File: config.mk
export PLATFORM = sky130hd
export DESIGN_NAME = caf_lag_sweep_ctrl
export DESIGN_NICKNAME = d
export VERILOG_FILES = /design/src/rtl/caf_pkg.sv /design/src/rtl/caf_sweep_counter.sv /design/src/rtl/caf_lag_sweep_ctrl.sv
export SDC_FILE = /design/constraint.sdc
export NUM_CORES = 1
export LEC_CHECK = 0
export ABC_CLOCK_PERIOD_IN_PS = 2400
export CORE_UTILIZATION = 50
export DETAILED_ROUTE_END_ITERATION = 7
export HOLD_SLACK_MARGIN = 0.05
export PLACE_DENSITY = 0.8
export REMOVE_ABC_BUFFERS = 1
export SKIP_CTS_REPAIR_TIMING = 1
export SYNTH_ARGS = -nofsm -noshare
export SYNTH_HDL_FRONTEND = slang
export SYNTH_HIERARCHICAL = 1
export SYNTH_SLANG_ARGS = --single-unit
File: constraint.sdc
create_clock -name clk -period 2.4 [get_ports clk]
set_input_delay 0.24 -clock clk [delete_from_list [all_inputs] [get_ports clk]]
set_output_delay 0.24 -clock clk [all_outputs]
set_load 0.1 [all_outputs]
File: src/rtl/caf_pkg.sv
// rtl/caf_pkg.sv - shared CAF sweep state encoding and width helper
package caf_pkg;

   typedef enum logic [1:0] {
      ST_IDLE = 2'd0,
      ST_RUN  = 2'd1,
      ST_GAP  = 2'd2,
      ST_DONE = 2'd3
   } caf_sweep_state_e;

   localparam int CAF_SWEEP_STATE_BITS = 2;

   // Ceiling log2; returns 0 for n <= 1.
   function automatic int caf_clog2(input int n);
      int r;
      r = 0;
      while ((1 << r) < n) begin
         r = r + 1;
      end
      return r;
   endfunction

endpackage

File: src/rtl/caf_sweep_counter.sv
// rtl/caf_sweep_counter.sv - nested inner/outer counter with wrap and terminal-count flags
module caf_sweep_counter
   import caf_pkg::*;
#(
   parameter int INNER_COUNT = 256,
   parameter int INNER_BITS  = 8,
   parameter int OUTER_COUNT = 257,
   parameter int OUTER_BITS  = 9
) (
   input  logic                  clk,
   input  logic                  rst,
   input  logic                  clr_i,
   input  logic                  en_i,
   output logic [INNER_BITS-1:0] inner_o,
   output logic [OUTER_BITS-1:0] outer_o,
   output logic                  inner_wrap_o,
   output logic                  outer_term_o,
   output logic                  term_o
);

   logic [INNER_BITS-1:0] inner_q, inner_d;
   logic [OUTER_BITS-1:0] outer_q, outer_d;

   assign inner_wrap_o = (inner_q == INNER_BITS'(INNER_COUNT - 1));
   assign outer_term_o = (outer_q == OUTER_BITS'(OUTER_COUNT - 1));
   assign term_o       = inner_wrap_o & outer_term_o;
   assign inner_o      = inner_q;
   assign outer_o      = outer_q;

   // Outer count wraps to zero after its terminal value so a full pass leaves both at zero.
   always_comb begin
      inner_d = inner_q;
      outer_d = outer_q;
      if (clr_i) begin
         inner_d = '0;
         outer_d = '0;
      end else if (en_i) begin
         if (inner_wrap_o) begin
            inner_d = '0;
            outer_d = outer_term_o ? '0 : outer_q + 1'b1;
         end else begin
            inner_d = inner_q + 1'b1;
         end
      end
   end

   always_ff @(posedge clk) begin
      if (rst) begin
         inner_q <= '0;
         outer_q <= '0;
      end else begin
         inner_q <= inner_d;
         outer_q <= outer_d;
      end
   end

endmodule

File: src/rtl/caf_lag_sweep_ctrl.sv
// rtl/caf_lag_sweep_ctrl.sv - CAF lag sweep sequencer driving capture-buffer read addresses
module caf_lag_sweep_ctrl
   import caf_pkg::*;
#(
   parameter int CAP_INDEX_BITS = 10,
   parameter int REF_LEN        = 256,
   parameter int REF_INDEX_BITS = 8,
   parameter int LAG_COUNT      = 257,
   parameter int LAG_BITS       = 9,
   parameter int GAP_CYCLES     = 2
) (
   input  logic                      clk,
   input  logic                      rst,
   input  logic                      start,
   input  logic                      abort,
   output logic                      cap_rvalid,
   output logic [CAP_INDEX_BITS-1:0] cap_raddr,
   input  logic                      cap_rready,
   input  logic                      freq_tready,
   output logic [LAG_BITS-1:0]       tag_lag,
   output logic [REF_INDEX_BITS-1:0] tag_sample,
   output logic                      tag_first,
   output logic                      tag_last,
   output logic                      lag_done,
   output logic                      busy,
   output logic                      done
);

   localparam int GAP_BITS = (GAP_CYCLES > 1) ? caf_clog2(GAP_CYCLES) : 1;

   if (REF_INDEX_BITS < caf_clog2(REF_LEN)) begin : g_chk_ref
      $error("REF_INDEX_BITS too narrow for REF_LEN");
   end
   if (LAG_BITS < caf_clog2(LAG_COUNT)) begin : g_chk_lag
      $error("LAG_BITS too narrow for LAG_COUNT");
   end
   if (CAP_INDEX_BITS < caf_clog2(LAG_COUNT + REF_LEN - 1)) begin : g_chk_cap
      $error("CAP_INDEX_BITS too narrow for swept address range");
   end

   caf_sweep_state_e        state_q, state_d;
   logic [GAP_BITS-1:0]     gap_q, gap_d;
   logic                    lag_done_q, lag_done_d;
   logic                    cnt_clr, cnt_en;
   logic                    accept;
   logic                    in_sweep;
   logic [REF_INDEX_BITS-1:0] sample_cnt;
   logic [LAG_BITS-1:0]     lag_cnt;
   logic                    sample_wrap, lag_term, sweep_term;

   caf_sweep_counter #(
      .INNER_COUNT (REF_LEN),
      .INNER_BITS  (REF_INDEX_BITS),
      .OUTER_COUNT (LAG_COUNT),
      .OUTER_BITS  (LAG_BITS)
   ) u_counter (
      .clk          (clk),
      .rst          (rst),
      .clr_i        (cnt_clr),
      .en_i         (cnt_en),
      .inner_o      (sample_cnt),
      .outer_o      (lag_cnt),
      .inner_wrap_o (sample_wrap),
      .outer_term_o (lag_term),
      .term_o       (sweep_term)
   );

   // abort masks the handshake so a simultaneous accept never advances the counters
   assign accept = (state_q == ST_RUN) & cap_rready & freq_tready & ~abort;

   always_comb begin
      state_d    = state_q;
      gap_d      = gap_q;
      lag_done_d = 1'b0;
      cnt_clr    = 1'b0;
      cnt_en     = 1'b0;
      case (state_q)
         ST_IDLE: begin
            cnt_clr = 1'b1;
            if (start) begin
               state_d = ST_RUN;
            end
         end
         ST_RUN: begin
            if (abort) begin
               state_d = ST_IDLE;
               cnt_clr = 1'b1;
            end else if (accept) begin
               cnt_en = 1'b1;
               if (sample_wrap) begin
                  lag_done_d = 1'b1;
                  if (sweep_term) begin
                     state_d = ST_DONE;
                  end else if (GAP_CYCLES > 0) begin
                     state_d = ST_GAP;
                     gap_d   = '0;
                  end
               end
            end
         end
         ST_GAP: begin
            if (abort) begin
               state_d = ST_IDLE;
               cnt_clr = 1'b1;
            end else if (int'(gap_q) + 1 >= GAP_CYCLES) begin
               state_d = ST_RUN;
            end else begin
               gap_d = gap_q + 1'b1;
            end
         end
         ST_DONE: begin
            state_d = ST_IDLE;
         end
         default: begin
            state_d = ST_IDLE;
         end
      endcase
   end

   always_ff @(posedge clk) begin
      if (rst) begin
         state_q    <= ST_IDLE;
         gap_q      <= '0;
         lag_done_q <= 1'b0;
      end else begin
         state_q    <= state_d;
         gap_q      <= gap_d;
         lag_done_q <= lag_done_d;
      end
   end

   // Address and tags are forced to zero outside RUN/GAP so IDLE and DONE look like reset.
   assign in_sweep   = (state_q == ST_RUN) | (state_q == ST_GAP);
   assign busy       = in_sweep;
   assign cap_rvalid = (state_q == ST_RUN);
   assign cap_raddr  = in_sweep ? (CAP_INDEX_BITS'(lag_cnt) + CAP_INDEX_BITS'(sample_cnt)) : '0;
   assign tag_lag    = in_sweep ? lag_cnt : '0;
   assign tag_sample = in_sweep ? sample_cnt : '0;
   assign tag_first  = in_sweep & (sample_cnt == '0);
   assign tag_last   = in_sweep & sample_wrap;
   assign lag_done   = lag_done_q;
   assign done       = (state_q == ST_DONE);

endmodule

==> impl_metrics.toml <==
[clocking]
cts_tree = "built"
clockBufferDepth = 2
clockRootBuffer = "clkbuf_4"
clk-insertion-delay-late_ns = 0.30
cts_made_buffers = 3
cts.clk_slew.worst_paths_ns = 0.12
h-tree-depth = 1
clock-sinks = 21

[route]
antenna_left = 0
drc = 0
routed_wl_mm = 4.84
vias = 1792
wl_met1_mm = 2.06
drt_iter0_drc = 130
wire_per_inst_microns = 16.0
dr_wl_met2_mm = 2.46
firstDrtPassIters = 4
met3WireLength_microns = 206
top_layer = "met4"
via_per_inst = 5.91

[power_and_ir_drop]
ir_drop_uv = 309
power_mw = 0.694
p_per_area_nw_per_um2 = 265
total_leakage_power_nw = 1.11

[global_routing]
antenna_found_initial = 0
grt-ovfl-total = 0
grt_pass1_wl_mm = 7.13
track_usage_pct = 26.0
grt_max_degree = 17
grt_pass1_vias = 1649

[critical_path]
crit_fanout = 3
cp_cell_sequence = "ha_4 > fa_2 > a211o_1 > a21o_1 > a31oi_2 > mux2i_2 > buf_12"
rr_worst_depth = 8
r2r_end = "u_counter/outer_o[2]$_SDFFE_PP0P_"
cp.arrival_ns = 2.42
crit_type = "flop to primary output"
slowest_delay_ns = 0.36
cp.required_ns = 2.16
cp-end-kind = "primary output"
r2r_slack_ns = 0.24
worst_setup_path_start_kind = "flop"
timing.rr.start = "state_q[1]$_SDFFE_PP0P_"
cp_slowest_cell = "dfxtp_2"

[hold_path]
hold_path_end = "u_counter/outer_o[8]$_SDFFE_PP0P_"
min_from = "u_counter/outer_o[8]$_SDFFE_PP0P_"
min_delay_path_depth = 2
hold_path.class = "flop to flop"

[logic_synthesis]
synth_compound_area_share_pct = 20.5
synth_top_family_by_area = "simple AND/OR/NAND/NOR gates"
synth_edf_count = 0
synth_warnings = 6
ys_seq_area_share_pct = 25.1
ys_ff_latch = 21
postSynthAreaPerCell_sq_um = 8.13
synthFlopType = "dfxtp_1"
synthMuxAreaShare_pct = 2.99
synthDistinctLibCells = 47
synth_xor_area_share_pct = 3.66
async_flop_share_pct = 0
netlist_area_sq_um = 1680
netlist_instances = 206
synthSimpleGateAreaFrac_pct = 31.7
synthAdderAreaFrac_pct = 12.4

[sta]
timing.hold.ws_ns = 0.531
finalWorstSetupSlack_ns = -0.263
fin_worst_skew_ns = 0.00773
rsz0062_at_grt = "true"
slew_headroom_pct = 64.0
finalSetupViolations = 4
hold_violations = 0
worst_pin_slew_ns = 0.535
layout_min_cycle_time_ns = 2.66
clock.fmax_mhz = 376
fin_crit_sh_pct = 111
slew_violations = 0

[place]
gp_congestion = 0.846
io_buffers = 38
hpwl_mm = 3.32

[floorplanning]
io_pins = 39
die_height_microns = 59.9
rows = 20
dieArea_sq_um = 3590
core_area_sq_um = 3130
die_w_microns = 59.9
initial_core_util_pct = 53.6

[layout]
fin_util_pct = 83.8
register_area_sq_um = 430
nFillCells = 177
diodes = 0
multi_input_area_sq_um = 1260
drive_above_1_share_pct = 30.1
syn_to_final_growth_pct = 56.5
nets = 282

[run_status]
violations = "negative setup slack"
status = "finished, violations left"

[job]
drv_cap = 0
==> stage by stage <==
stage               setup TNS, ns  cells  setup WS, ns  area, sq um
global route               -0.863    303        -0.333         2620
finish                     -0.501    303        -0.263         2620
floorplan                  -21.20    200         -2.57         1650
detailed placement              0    297        0.0646         2490
CTS                        -0.789    301        -0.285         2520
global placement                0    297        0.0811         2490
==> registers in the layout, indices dropped and copies added, names as in the netlist <==
name / flops
gap_q: 1
lag_done: 1
state_q: 2
u_counter/inner_o: 8
u_counter/outer_o: 9
==> synthesized netlist by cell type, types with 2 or more instances <==
cell type / n / area share (%)
nand3_1: 5 / 1.5
nand4_4: 2 / 2.5
or3_1: 2 / 0.75
nor3b_1: 4 / 1.8
xor2_1: 3 / 1.6
and3_1: 4 / 1.5
a32o_1: 5 / 3.0
and4_1: 2 / 1.0
o21a_1: 2 / 0.90
nor3_1: 5 / 1.5
mux2i_1: 5 / 3.0
xnor2_1: 4 / 2.1
nand2b_1: 3 / 1.1
a21o_1: 4 / 1.8
nor4b_1: 3 / 1.6
o21ai_0: 9 / 2.7
ha_1: 15 / 11
and2_1: 19 / 7.1
o2bb2ai_1: 2 / 1.0
clkbuf_1: 4 / 0.90
nor2_1: 20 / 4.5
inv_1: 10 / 2.2
a21oi_1: 11 / 3.3
dfxtp_1: 21 / 25
a211oi_1: 5 / 2.2
nand2_1: 14 / 3.1
or4_1: 3 / 1.3
==> kinds of logic (layout without fill, tap and decap cells) <==
logic type | after synthesis | after routing
compound gates | 49 | 49
xor+xnor | 7 | 7
fa+ha+maj | 16 | 16
buf+inv | 16 | 69
flops | 21 | 21
mux | 5 | 5
simple gates | 92 | 92
==> how the worst max path moves through the flow <==
stage               slack [ns]            to                         startpoint
detailed placement        0.06  cap_raddr[8]  u_counter/inner_o[0]$_SDFFE_PP0P_
CTS                      -0.28  cap_raddr[8]  u_counter/inner_o[0]$_SDFFE_PP0P_
global placement          0.08  cap_raddr[8]  u_counter/inner_o[0]$_SDFFE_PP0P_
floorplan                -2.57     tag_first            state_q[1]$_SDFFE_PP0P_
finish                   -0.26  cap_raddr[8]  u_counter/inner_o[0]$_SDFFE_PP0P_
global route             -0.33  cap_raddr[8]  u_counter/inner_o[0]$_SDFFE_PP0P_
==> worst max-delay path: cells and delay by family, from the launching register on <==
| family | cells | cell delay (ns) |
|---|---|---|
| AOI/OAI and AO/OA | 3 | 0.75 |
| adders and majority gates | 2 | 0.51 |
| DFF | 1 | 0.36 |
| muxes | 1 | 0.29 |
| buffers and inverters | 1 | 0.21 |
==> report_power, final <==
group,total [mW],internal (mW),leakage [nW],switching (mW)
logic,0.173,0.0539,0.918,0.119
registers,0.352,0.350,0.173,0.00204
clock network,0.169,0.0621,0.0177,0.107
==> routing by layer <==
metal / up-vias / track usage, %
li1: 859 / -
met4: 0 / 10.3
met2: 69 / 45.1
met1: 851 / 32.6
met5: - / 0
met3: 13 / 2.81
==> cells in the final DEF, fill, tap and decap left out, drive strengths merged, types with 2 or more instances in the layout <==
master,n
a211oi,6
a21o,4
a21oi,11
a32o,5
and2,19
and3,4
and4,2
buf,49
clkbuf,4
clkdlybuf4s50,5
dfxtp,21
ha,15
inv,10
mux2i,5
nand2,14
nand2b,3
nand3,5
nand4,3
nor2,20
nor3,5
nor3b,4
nor4b,3
o21a,3
o21ai,10
o2bb2ai,2
or2,2
or3,3
or4,3
xnor2,4
xor2,3
==> cell type report <==
| class | count | share of cell area, % |
|---|---|---|
| Inverter | 10 | 1.43 |
| Sequential cell | 21 | 16.4 |
| Multi-Input combinational cell | 169 | 48.1 |
| Tap cell | 44 | 2.10 |
| Timing Repair Buffer | 55 | 30.9 |
| Clock buffer | 3 | 0.859 |
| Clock inverter | 1 | 0.191 |
No activity file was read; power rests on OpenSTA's default activity.
